**config.mk**
```make
export PLATFORM = sky130hd
export DESIGN_NAME = pwm_duty_meter
export DESIGN_NICKNAME = d
export VERILOG_FILES = /design/src/rtl/pwm_duty_meter.sv
export SDC_FILE = /design/constraint.sdc
export NUM_CORES = 1
export LEC_CHECK = 0
export ABC_AREA = 1
export CAP_MARGIN = 0
export CORE_ASPECT_RATIO = 1.1
export CORE_MARGIN = 10
export CORE_UTILIZATION = 56
export DETAILED_ROUTE_END_ITERATION = 16
export PLACE_DENSITY = 0.92
export SKIP_CTS_REPAIR_TIMING = 1
export SYNTH_ARGS = -nofsm -noshare
export SYNTH_HDL_FRONTEND = slang
export SYNTH_SLANG_ARGS = --single-unit
export TNS_END_PERCENT = 10
```
**constraint.sdc**
```tcl
create_clock -name clk -period 4.2 [get_ports clk]
set_input_delay 1.05 -clock clk [delete_from_list [all_inputs] [get_ports clk]]
set_output_delay 1.05 -clock clk [all_outputs]
set_load 0.01 [all_outputs]
```
**src/rtl/pwm_duty_meter.sv**
```systemverilog
// PWM receive meter: reports high time and period of pwm_in in clk cycles, flags a stuck input.
// Optional glitch filter enabled by defining PWM_METER_GLITCH_FILTER_EN.
//
//   state | meaning
//   IDLE  | counters cleared, waiting for the rise that arms a measurement
//   MEAS  | counting the current period; each rise reports and restarts
module pwm_duty_meter #(
   parameter int CNT_W   = 16,
   parameter int TIMEOUT = 50000
) (
   input  logic             clk,
   input  logic             rst_n,
   input  logic             pwm_in,
   output logic [CNT_W-1:0] high_cnt,
   output logic [CNT_W-1:0] period_cnt,
   output logic             meas_valid,
   output logic             stuck,
   output logic             stuck_lvl
);

   localparam logic IDLE = 1'b0;
   localparam logic MEAS = 1'b1;

   localparam logic [CNT_W-1:0] TO_VAL  = CNT_W'(TIMEOUT);
   localparam logic [CNT_W-1:0] CNT_ONE = CNT_W'(1);

   logic             sync1, sync2;
   logic             cur, prev, rise;
   logic             state;
   logic [CNT_W-1:0] pcnt, hcnt;

   always_ff @(posedge clk or negedge rst_n) begin
      if (!rst_n) begin
         sync1 <= 1'b0;
         sync2 <= 1'b0;
      end else begin
         sync1 <= pwm_in;
         sync2 <= sync1;
      end
   end

`ifdef PWM_METER_GLITCH_FILTER_EN
   logic [1:0] hist;
   logic       filt_q;

   // level only follows the synced input once three consecutive samples agree
   assign cur = (sync2 == hist[0] && sync2 == hist[1]) ? sync2 : filt_q;

   always_ff @(posedge clk or negedge rst_n) begin
      if (!rst_n) begin
         hist   <= 2'b00;
         filt_q <= 1'b0;
      end else begin
         hist   <= {hist[0], sync2};
         filt_q <= cur;
      end
   end
`else
   assign cur = sync2;
`endif

   always_ff @(posedge clk or negedge rst_n) begin
      if (!rst_n) prev <= 1'b0;
      else        prev <= cur;
   end

   assign rise = cur & ~prev;

   always_ff @(posedge clk or negedge rst_n) begin
      if (!rst_n) begin
         state      <= IDLE;
         pcnt       <= '0;
         hcnt       <= '0;
         high_cnt   <= '0;
         period_cnt <= '0;
         meas_valid <= 1'b0;
         stuck      <= 1'b0;
         stuck_lvl  <= 1'b0;
      end else begin
         meas_valid <= 1'b0;
         case (state)
            IDLE: begin
               if (rise) begin
                  state <= MEAS;
                  pcnt  <= CNT_ONE;
                  hcnt  <= CNT_ONE;
               end else begin
                  pcnt <= '0;
                  hcnt <= '0;
               end
            end
            default: begin
               // a rise on the timeout cycle still completes a valid period
               if (rise) begin
                  high_cnt   <= hcnt;
                  period_cnt <= pcnt;
                  meas_valid <= 1'b1;
                  stuck      <= 1'b0;
                  pcnt       <= CNT_ONE;
                  hcnt       <= CNT_ONE;
               end else if (pcnt == TO_VAL) begin
                  stuck     <= 1'b1;
                  stuck_lvl <= cur;
                  state     <= IDLE;
                  pcnt      <= '0;
                  hcnt      <= '0;
               end else begin
                  pcnt <= pcnt + CNT_ONE;
                  hcnt <= hcnt + CNT_W'(cur);
               end
            end
         endcase
      end
   end

endmodule

```
==> results.sh, run 1 <==
export IMPL_max_stage_delay_ns=0.56
export IMPL_cts_tree="built"
export IMPL_initial_core_util=0.5854
export IMPL_clk_pin_slew_ns=0.08
export IMPL_holdWs_ns=0.3514
export IMPL_drcViolationCount=0
export IMPL_utilization=0.7095
export IMPL_rr_worst_depth=7
export IMPL_synth_net_count=398
export IMPL_hp_class="reg -> reg"
export IMPL_crit_family="buffers and inverters"
export IMPL_dpl_hpwl_mm=5.371
export IMPL_path_depth=1
export IMPL_clock_latency_ns=0.35
export IMPL_grt_use_total=0.1790
export IMPL_antenna_cells=0
export IMPL_cp_endpoint="period_cnt[7]"
export IMPL_path_cells="clkdlybuf4s50_1"
export IMPL_r2r_start="cur"
export IMPL_cts_sinks=71
export IMPL_htree_levels=3
export IMPL_power_density_mw_per_mm2=439.2
export IMPL_worstPathArrival_ns=1.28
export IMPL_die_h_um=99.28
export IMPL_netlist_area_mm2=0.003199
export IMPL_wl_mm=7.670
export IMPL_yosysSeqAreaShare=0.5553
export IMPL_avgSynthCellArea_um2=8.182
export IMPL_yosysWarnings=0
export IMPL_numCtsBuffers=9
export IMPL_antenna_found_initial=0
export IMPL_dp_slack_ns=2.006
export IMPL_layout_nets=440
export IMPL_required_ns=3.15
export IMPL_min_period_ns=2.330
export IMPL_synthDistinctLibCells=21
export IMPL_rsz0062_at_grt="no"
export IMPL_r2r_slack_ns=2.45
export IMPL_postSynthCellCount=391
export IMPL_ant_nets=0
export IMPL_slowest_stage="clkdlybuf4s50_1"
export IMPL_max_freq_ghz=0.4292
export IMPL_die_w_um=92.07
export IMPL_final_setup_viol_count=0
export IMPL_io_buffers=37
export IMPL_crit_type="reg -> out"
export IMPL_grt_pass1_vias=2741
export IMPL_finClkSkew_ns=0.007525
export IMPL_drtPass1Iterations=5
export IMPL_initialDrtViolationCount=203
export IMPL_core_area_mm2=0.005465
export IMPL_power_total_mw=1.703
export IMPL_path_buf_inv=1
export IMPL_place_congestion=0.8575
export IMPL_ir_drop_v=0.0002839
export IMPL_max_slew_margin_rel=0.4064
export IMPL_fin_ws_ns=1.870
export IMPL_grt_overflow=0
export IMPL_cp_end_kind="primary output"
export IMPL_io_pins=38
export IMPL_grt_pass1_wl_mm=13.25
export IMPL_drive_gt1_frac=0.06393
export IMPL_fp_row_count=28
export IMPL_avgRoutedWirePerCell_um=14.95
export IMPL_die_area_mm2=0.009140
export IMPL_finalSetupTns_ns=0
export IMPL_cap_violations=0
export IMPL_hold_viol=0
export IMPL_start_kind="flop"
export IMPL_max_slew_worst_pin_slew_ns=0.8904
export IMPL_startpoint="period_cnt[7]"
export IMPL_run_status="finished clean"
export IMPL_slew_viol_final=0
export IMPL_vias=2722
export IMPL_r2r_end="high_cnt[0]"
export IMPL_clk_path_buf_depth=2
export IMPL_area_delta_synth_final_pct=21.20
export IMPL_ys_ff_latch=71
export IMPL_power_leakage_nw=1.768
export IMPL_viasPerCell=5.306
export IMPL_finalCritPeriodShare=0.5547
export IMPL_cts_root_buf="clkbuf_8"
export IMPL_cp_max_fo=2
export IMPL_grt_max_degree=59
-- how the worst min path moves through the flow --
stage               start   to  slack, ns  cells after the start
floorplan           sync1  cur       0.33                      0
global placement    sync1  cur       0.33                      0
detailed placement  sync1  cur       0.33                      0
CTS                 sync1  cur       0.35                      0
global route        sync1  cur       0.36                      0
finish              sync1  cur       0.35                      0
-- registers in the layout (all words and copies together), names as in the netlist --
register	count
period_cnt	16
cur	1
stuck	1
pcnt	16
prev	1
hcnt	16
meas_valid	1
stuck_lvl	1
high_cnt	16
sync1	1
state	1
-- logic make-up (layout without fill, tap and decap cells) --
kind of cell / after synthesis / in the layout / synth area share
AOI/OAI and AO/OA: 40 / 40 / 0.06257
xor gates and xnor gates: 8 / 8 / 0.02190
adders and majority gates: 4 / 4 / 0.01564
buffers and inverters: 49 / 96 / 0.06335
DFF: 71 / 71 / 0.5553
and+or+nand+nor: 219 / 219 / 0.2812
-- layout by cell type (no fill, tap or decap), drive strengths merged --
master | synthesis | final
a21oi | 5 | 5
clkinv | 1 | 1
dfrtp | 71 | 71
nor3 | 12 | 12
inv | 40 | 42
buf | 5 | 3
clkbuf | 3 | 10
nand2 | 123 | 123
o21ai | 35 | 35
bufinv | 0 | 3
clkdlybuf4s50 | 0 | 36
clkinvlp | 0 | 1
nor2 | 67 | 67
xor2 | 8 | 8
ha | 4 | 4
nand3 | 10 | 10
and2 | 1 | 1
nand4 | 6 | 6
-- metal layers --
metal | routed length [µm] | global-route usage
met5 | 0 | 0
met4 | 213 | 0.09382
met3 | 370 | 0.03383
met2 | 3932 | 0.3082
met1 | 3153 | 0.2066
-- area by class of cell --
cell class | count | area (µm²)
clock buffer | 10 | 137.6
clock inverter | 6 | 115.1
fill | 417 | 1588
inverter | 41 | 153.9
multi-input combinational | 271 | 1220
sequential | 71 | 1777
tap | 75 | 93.84
timing repair buffer | 39 | 380.4
-- synth_stat cells --
cell | count | share of area
nand4_1 | 6 | 0.012
nor2_1 | 62 | 0.073
clkinv_1 | 1 | 0.0012
buf_2 | 3 | 0.0047
nor3_1 | 10 | 0.016
a21oi_1 | 5 | 0.0078
ha_1 | 4 | 0.016
o21ai_1 | 2 | 0.0031
dfrtp_1 | 71 | 0.56
inv_1 | 40 | 0.047
nor2_2 | 4 | 0.0078
clkbuf_1 | 3 | 0.0035
buf_6 | 2 | 0.0070
xor2_1 | 8 | 0.022
o21ai_0 | 33 | 0.052
and2_1 | 1 | 0.0020
nor2_4 | 1 | 0.0035
nand2_1 | 121 | 0.14
nor3_2 | 2 | 0.0063
nand3_1 | 10 | 0.016
nand2_2 | 2 | 0.0039
-- metrics by stage --
step	cell area [µm²]	std cells
3_5_place_dp	3625	497
3_3_place_gp	3625	497
6_report	3877	513
4_1_cts	3877	513
2_1_floorplan	3199	391
5_1_grt	3877	513
-- where the power goes --
part	total, mW	switching [mW]	internal (mW)
combinational	0.224	0.130	0.0943
clock	0.692	0.277	0.415
sequential	0.787	0.0486	0.739
total	1.70	0.455	1.25
Note: power is estimated with default switching activity, not from simulation.
==> run 2, diff against run 1 <==
--- a/config.mk
+++ b/config.mk
@@ -9,9 +9,9 @@
 export CAP_MARGIN = 0
 export CORE_ASPECT_RATIO = 1.1
 export CORE_MARGIN = 10
-export CORE_UTILIZATION = 56
+export CORE_UTILIZATION = 50
 export DETAILED_ROUTE_END_ITERATION = 16
-export PLACE_DENSITY = 0.92
+export PLACE_DENSITY = 0.87
 export SKIP_CTS_REPAIR_TIMING = 1
 export SYNTH_ARGS = -nofsm -noshare
 export SYNTH_HDL_FRONTEND = slang
==> constraint.sdc (replaced) <==
create_clock -name clk -period 2.1 [get_ports clk]
set_input_delay 0.525 -clock clk [delete_from_list [all_inputs] [get_ports clk]]
set_output_delay 0.525 -clock clk [all_outputs]
set_load 0.01 [all_outputs]
==> results.sh, run 2 (synthesis gave the netlist of run 1 again) <==
export IMPL_run_status="finished clean"
export IMPL_initialDrtViolationCount=291
export IMPL_wl_mm=6.909
export IMPL_final_common_cell="nand2_1"
export IMPL_start_kind="flop"
export IMPL_cp_max_fo=2
export IMPL_numCtsBuffers=9
export IMPL_place_congestion=0.9060
export IMPL_path_cells="clkdlybuf4s50_1"
export IMPL_hp_class="in -> async"
export IMPL_finalSetupTns_ns=0
export IMPL_ir_drop_v=0.0005355
export IMPL_cap_violations=0
export IMPL_rsz0062_at_grt="no"
export IMPL_placed_cell_area_mm2=0.003651
export IMPL_path_buf_inv=1
export IMPL_clock_latency_ns=0.35
export IMPL_highest_signal_layer="met4"
export IMPL_max_slew_margin_rel=0.6890
export IMPL_layout_nets=441
export IMPL_max_slew_worst_pin_slew_ns=0.4648
export IMPL_max_freq_ghz=0.5620
export IMPL_slew_viol_final=0
export IMPL_drive_gt1_frac=0.06606
export IMPL_viasPerCell=5.191
export IMPL_wl_met2_mm=3.216
export IMPL_worstPathArrival_ns=1.25
export IMPL_core_area_mm2=0.006193
export IMPL_die_w_um=96.27
export IMPL_grt_overflow=0
export IMPL_htree_levels=3
export IMPL_grt_use_total=0.1390
export IMPL_layout_common_cells="121 x nand2_1, 71 x dfrtp_1, 62 x nor2_1, 40 x inv_1, 36 x clkdlybuf4s50_1"
export IMPL_ant_nets=0
export IMPL_rr_worst_depth=9
export IMPL_required_ns=1.57
export IMPL_hold_viol=0
export IMPL_avgRoutedWirePerCell_um=13.31
export IMPL_initial_core_util=0.5166
export IMPL_final_cell_area_mm2=0.003872
export IMPL_slowest_stage="clkdlybuf4s50_1"
export IMPL_dpl_hpwl_mm=4.839
export IMPL_fp_row_count=30
export IMPL_power_leakage_nw=1.770
export IMPL_grt_pass1_vias=2494
export IMPL_antenna_found_initial=0
export IMPL_area_delta_synth_final_pct=21.04
export IMPL_io_pins=38
export IMPL_vias=2694
export IMPL_antenna_cells=0
export IMPL_cp_endpoint="high_cnt[1]"
export IMPL_clk_path_buf_depth=2
export IMPL_max_stage_delay_ns=0.55
export IMPL_final_setup_viol_count=0
export IMPL_crit_type="reg -> out"
export IMPL_drcViolationCount=0
export IMPL_finClkSkew_ns=0.008137
export IMPL_r2r_slack_ns=0.38
export IMPL_io_buffers=37
export IMPL_power_density_mw_per_mm2=827.5
export IMPL_clk_pin_slew_ns=0.07
export IMPL_grt_pass1_wl_mm=11.32
export IMPL_die_h_um=103.9
export IMPL_cts_root_buf="clkbuf_8"
export IMPL_path_depth=1
export IMPL_cp_end_kind="primary output"
export IMPL_crit_family="buffers and inverters"
export IMPL_r2r_start="pcnt[0]"
export IMPL_cts_sinks=71
export IMPL_min_period_ns=1.779
export IMPL_finalCritPeriodShare=0.8473
export IMPL_r2r_end="pcnt[9]"
export IMPL_drtPass1Iterations=5
export IMPL_startpoint="high_cnt[1]"
export IMPL_wl_met3_um=474
export IMPL_cts_tree="built"
export IMPL_die_area_mm2=0.01000
export IMPL_grt_max_degree=72
export IMPL_wl_met1_mm=3.061
export IMPL_fill_cells=508
-- run 2: cell count changes in the layout (fill, tap and decap cells not counted), sizes merged --
cell      delta
clkinvlp     -1
clkinv       +4
buf          +1
inv          -2
bufinv       -1
-- run 2: routing by layer --
| metal | track usage | vias up |
|---|---|---|
| met2 | 0.2114 | 93 |
| met1 | 0.1842 | 1279 |
| met5 | 0 | - |
| li1 | - | 1304 |
| met4 | 0.05485 | 0 |
| met3 | 0.03249 | 18 |
-- run 2: stage by stage --
stage	total power, mW	utilization	std cells	hold slack [ns]	worst slack [ns]
2_1_floorplan	1.823	-	391	0.2294	0.7686
3_3_place_gp	2.016	0.5895	503	0.3365	0.5418
3_5_place_dp	2.033	0.5895	503	0.3372	0.4160
4_1_cts	3.229	0.6253	519	0.2036	0.3053
5_1_grt	3.345	0.6253	519	0.2218	0.2740
6_report	3.204	0.6253	519	0.1808	0.3207
-- run 2: report_power, final --
part           internal [mW]  total, mW  switching [mW]  leakage, nW
sequential              1.48       1.57          0.0891        0.958
combinational          0.193      0.439           0.246        0.696
clock                  0.697       1.20           0.502        0.116
-- run 2: cell type report --
class	count	area (µm²)	area share
flip-flops and latches	71	1777	0.4588
multi-input cells	271	1220	0.3150
well taps	80	100.1	0.02585
clock inverters	6	83.83	0.02165
clock buffers	10	137.6	0.03554
repair buffers	40	400.4	0.1034
inverters	41	153.9	0.03974
-- run 2: worst min-delay path by stage --
| stage | to | cells past startpoint |
|---|---|---|
| 2_1_floorplan | cur | 0 |
| 3_3_place_gp | cur | 0 |
| 3_5_place_dp | cur | 0 |
| 4_1_cts | high_cnt[6] | 2 |
| 5_1_grt | period_cnt[0] | 2 |
| 6_report | period_cnt[1] | 2 |
==> run 3, diff against run 2 <==
--- a/config.mk
+++ b/config.mk
@@ -9,9 +9,9 @@
 export CAP_MARGIN = 0
 export CORE_ASPECT_RATIO = 1.1
 export CORE_MARGIN = 10
-export CORE_UTILIZATION = 50
+export CORE_UTILIZATION = 55
 export DETAILED_ROUTE_END_ITERATION = 16
-export PLACE_DENSITY = 0.87
+export PLACE_DENSITY = 0.91
 export SKIP_CTS_REPAIR_TIMING = 1
 export SYNTH_ARGS = -nofsm -noshare
 export SYNTH_HDL_FRONTEND = slang
==> constraint.sdc (replaced) <==
create_clock -name clk -period 1.8 [get_ports clk]
set_input_delay 0.45 -clock clk [delete_from_list [all_inputs] [get_ports clk]]
set_output_delay 0.45 -clock clk [all_outputs]
set_load 0.01 [all_outputs]
==> results.sh, run 3 (synthesis gave the netlist of run 1 again) <==
export IMPL_cp_end_kind="primary output"
export IMPL_avgRoutedWirePerCell_um=14.46
export IMPL_max_stage_delay_ns=0.56
export IMPL_path_buf_inv=1
export IMPL_max_slew_margin_rel=0.7195
export IMPL_grt_pass1_wl_mm=12.83
export IMPL_clk_pin_slew_ns=0.08
export IMPL_finalCritPeriodShare=0.9589
export IMPL_clockPowerShare=0.362
export IMPL_p_int_mw=2.709
export IMPL_viasPerCell=5.243
export IMPL_drive_gt1_frac=0.07029
export IMPL_io_buffers=37
export IMPL_numCtsBuffers=9
export IMPL_switchingPower_mw=1.003
export IMPL_path_depth=1
export IMPL_power_total_mw=3.712
export IMPL_initialDrtViolationCount=162
export IMPL_die_h_um=99.99
export IMPL_rsz0062_at_grt="no"
export IMPL_final_setup_viol_count=0
export IMPL_wl_mm=7.490
export IMPL_grt_use_total=0.1711
export IMPL_vias=2716
export IMPL_layout_nets=443
export IMPL_crit_family="buffers and inverters"
export IMPL_die_area_mm2=0.009271
export IMPL_cts_tree="built"
export IMPL_cts_sinks=71
export IMPL_cp_max_fo=2
export IMPL_comb_power_share=0.142
export IMPL_die_w_um=92.72
export IMPL_dpl_hpwl_mm=5.396
export IMPL_finalSetupTns_ns=0
export IMPL_slowest_stage="clkdlybuf4s50_1"
export IMPL_core_area_mm2=0.005697
export IMPL_fp_row_count=29
export IMPL_cap_violations=0
export IMPL_utilization=0.6831
export IMPL_hold_viol=0
export IMPL_power_frac_seq=0.495
export IMPL_ant_nets=0
export IMPL_io_pins=38
export IMPL_worstPathArrival_ns=1.28
export IMPL_min_period_ns=1.726
export IMPL_path_cells="clkdlybuf4s50_1"
export IMPL_ir_drop_v=0.0005838
export IMPL_clock_latency_ns=0.35
export IMPL_slew_viol_final=0
export IMPL_area_delta_synth_final_pct=21.63
export IMPL_grt_overflow=0
export IMPL_finClkSkew_ns=0.007994
export IMPL_startpoint="period_cnt[5]"
export IMPL_start_kind="flop"
export IMPL_run_status="finished clean"
export IMPL_fill_cells=458
export IMPL_dp_cells=502
export IMPL_grt_pass1_vias=2727
export IMPL_drcViolationCount=0
export IMPL_crit_type="reg -> out"
export IMPL_r2r_start="pcnt[1]"
export IMPL_initial_core_util=0.5616
export IMPL_r2r_slack_ns=0.26
export IMPL_layout_common_cells="121 x nand2_1, 71 x dfrtp_1, 62 x nor2_1, 40 x inv_1, 36 x clkdlybuf4s50_1"
export IMPL_fin_cells=518
export IMPL_r2r_end="pcnt[1]"
export IMPL_required_ns=1.35
export IMPL_drtPass1Iterations=4
export IMPL_place_congestion=0.9621
export IMPL_cp_endpoint="period_cnt[5]"
export IMPL_final_common_cell="nand2_1"
export IMPL_grt_max_degree=72
export IMPL_htree_levels=3
export IMPL_rr_worst_depth=10
export IMPL_power_leakage_nw=1.780
export IMPL_power_density_mw_per_mm2=954.0
export IMPL_clk_path_buf_depth=2
export IMPL_swShare=0.2703
export IMPL_max_slew_worst_pin_slew_ns=0.4176
export IMPL_max_freq_ghz=0.5794
export IMPL_cts_root_buf="clkbuf_8"
export IMPL_antenna_cells=0
export IMPL_hp_class="in -> async"
export IMPL_antenna_found_initial=0
## run 3: final cells by class
cell class                      instances  area (µm²)  share of cell area
Clock buffer                           12       165.2             0.04244
Clock inverter                          4       51.30             0.01318
Inverter                               41       153.9             0.03955
Multi-Input combinational cell        271        1220              0.3135
Sequential cell                        71        1777              0.4566
Tap cell                               77       96.34             0.02476
Timing Repair Buffer                   42       427.9              0.1100
## run 3: power by group through the flow
stage | clock network, mW | logic (mW) | registers [mW]
after floorplan | 0 | 0.256 | 1.87
after global placement | 0 | 0.517 | 1.86
after detailed placement | 0 | 0.529 | 1.87
after CTS | 1.36 | 0.537 | 1.84
after global routing | 1.43 | 0.600 | 1.86
final | 1.35 | 0.528 | 1.84
## run 3: how the worst min path moves through the flow
stage | from | end | slack, ns
after floorplan | rst_n | cur | 0.15
after global placement | sync1 | cur | 0.35
after detailed placement | sync1 | cur | 0.37
after CTS | rst_n | high_cnt[3] | 0.14
after global routing | rst_n | high_cnt[4] | 0.16
final | rst_n | high_cnt[3] | 0.12
## run 3: layer usage
metal / vias up / GRT usage / wire length [µm]
met5: - / 0 / 0
met4: 0 / 0.1010 / 233
met3: 26 / 0.04104 / 482
met2: 89 / 0.2946 / 4005
met1: 1294 / 0.1883 / 2768
li1: 1307 / - / -
## run 3: per-stage QoR
step	hold WS, ns	area, µm²	setup WS, ns
2_1_floorplan	0.1544	3199	0.4686
3_3_place_gp	0.3518	3675	0.3593
5_1_grt	0.1592	3891	0.03578
6_report	0.1203	3891	0.07404
3_5_place_dp	0.3729	3675	0.3115
4_1_cts	0.1393	3891	0.06427
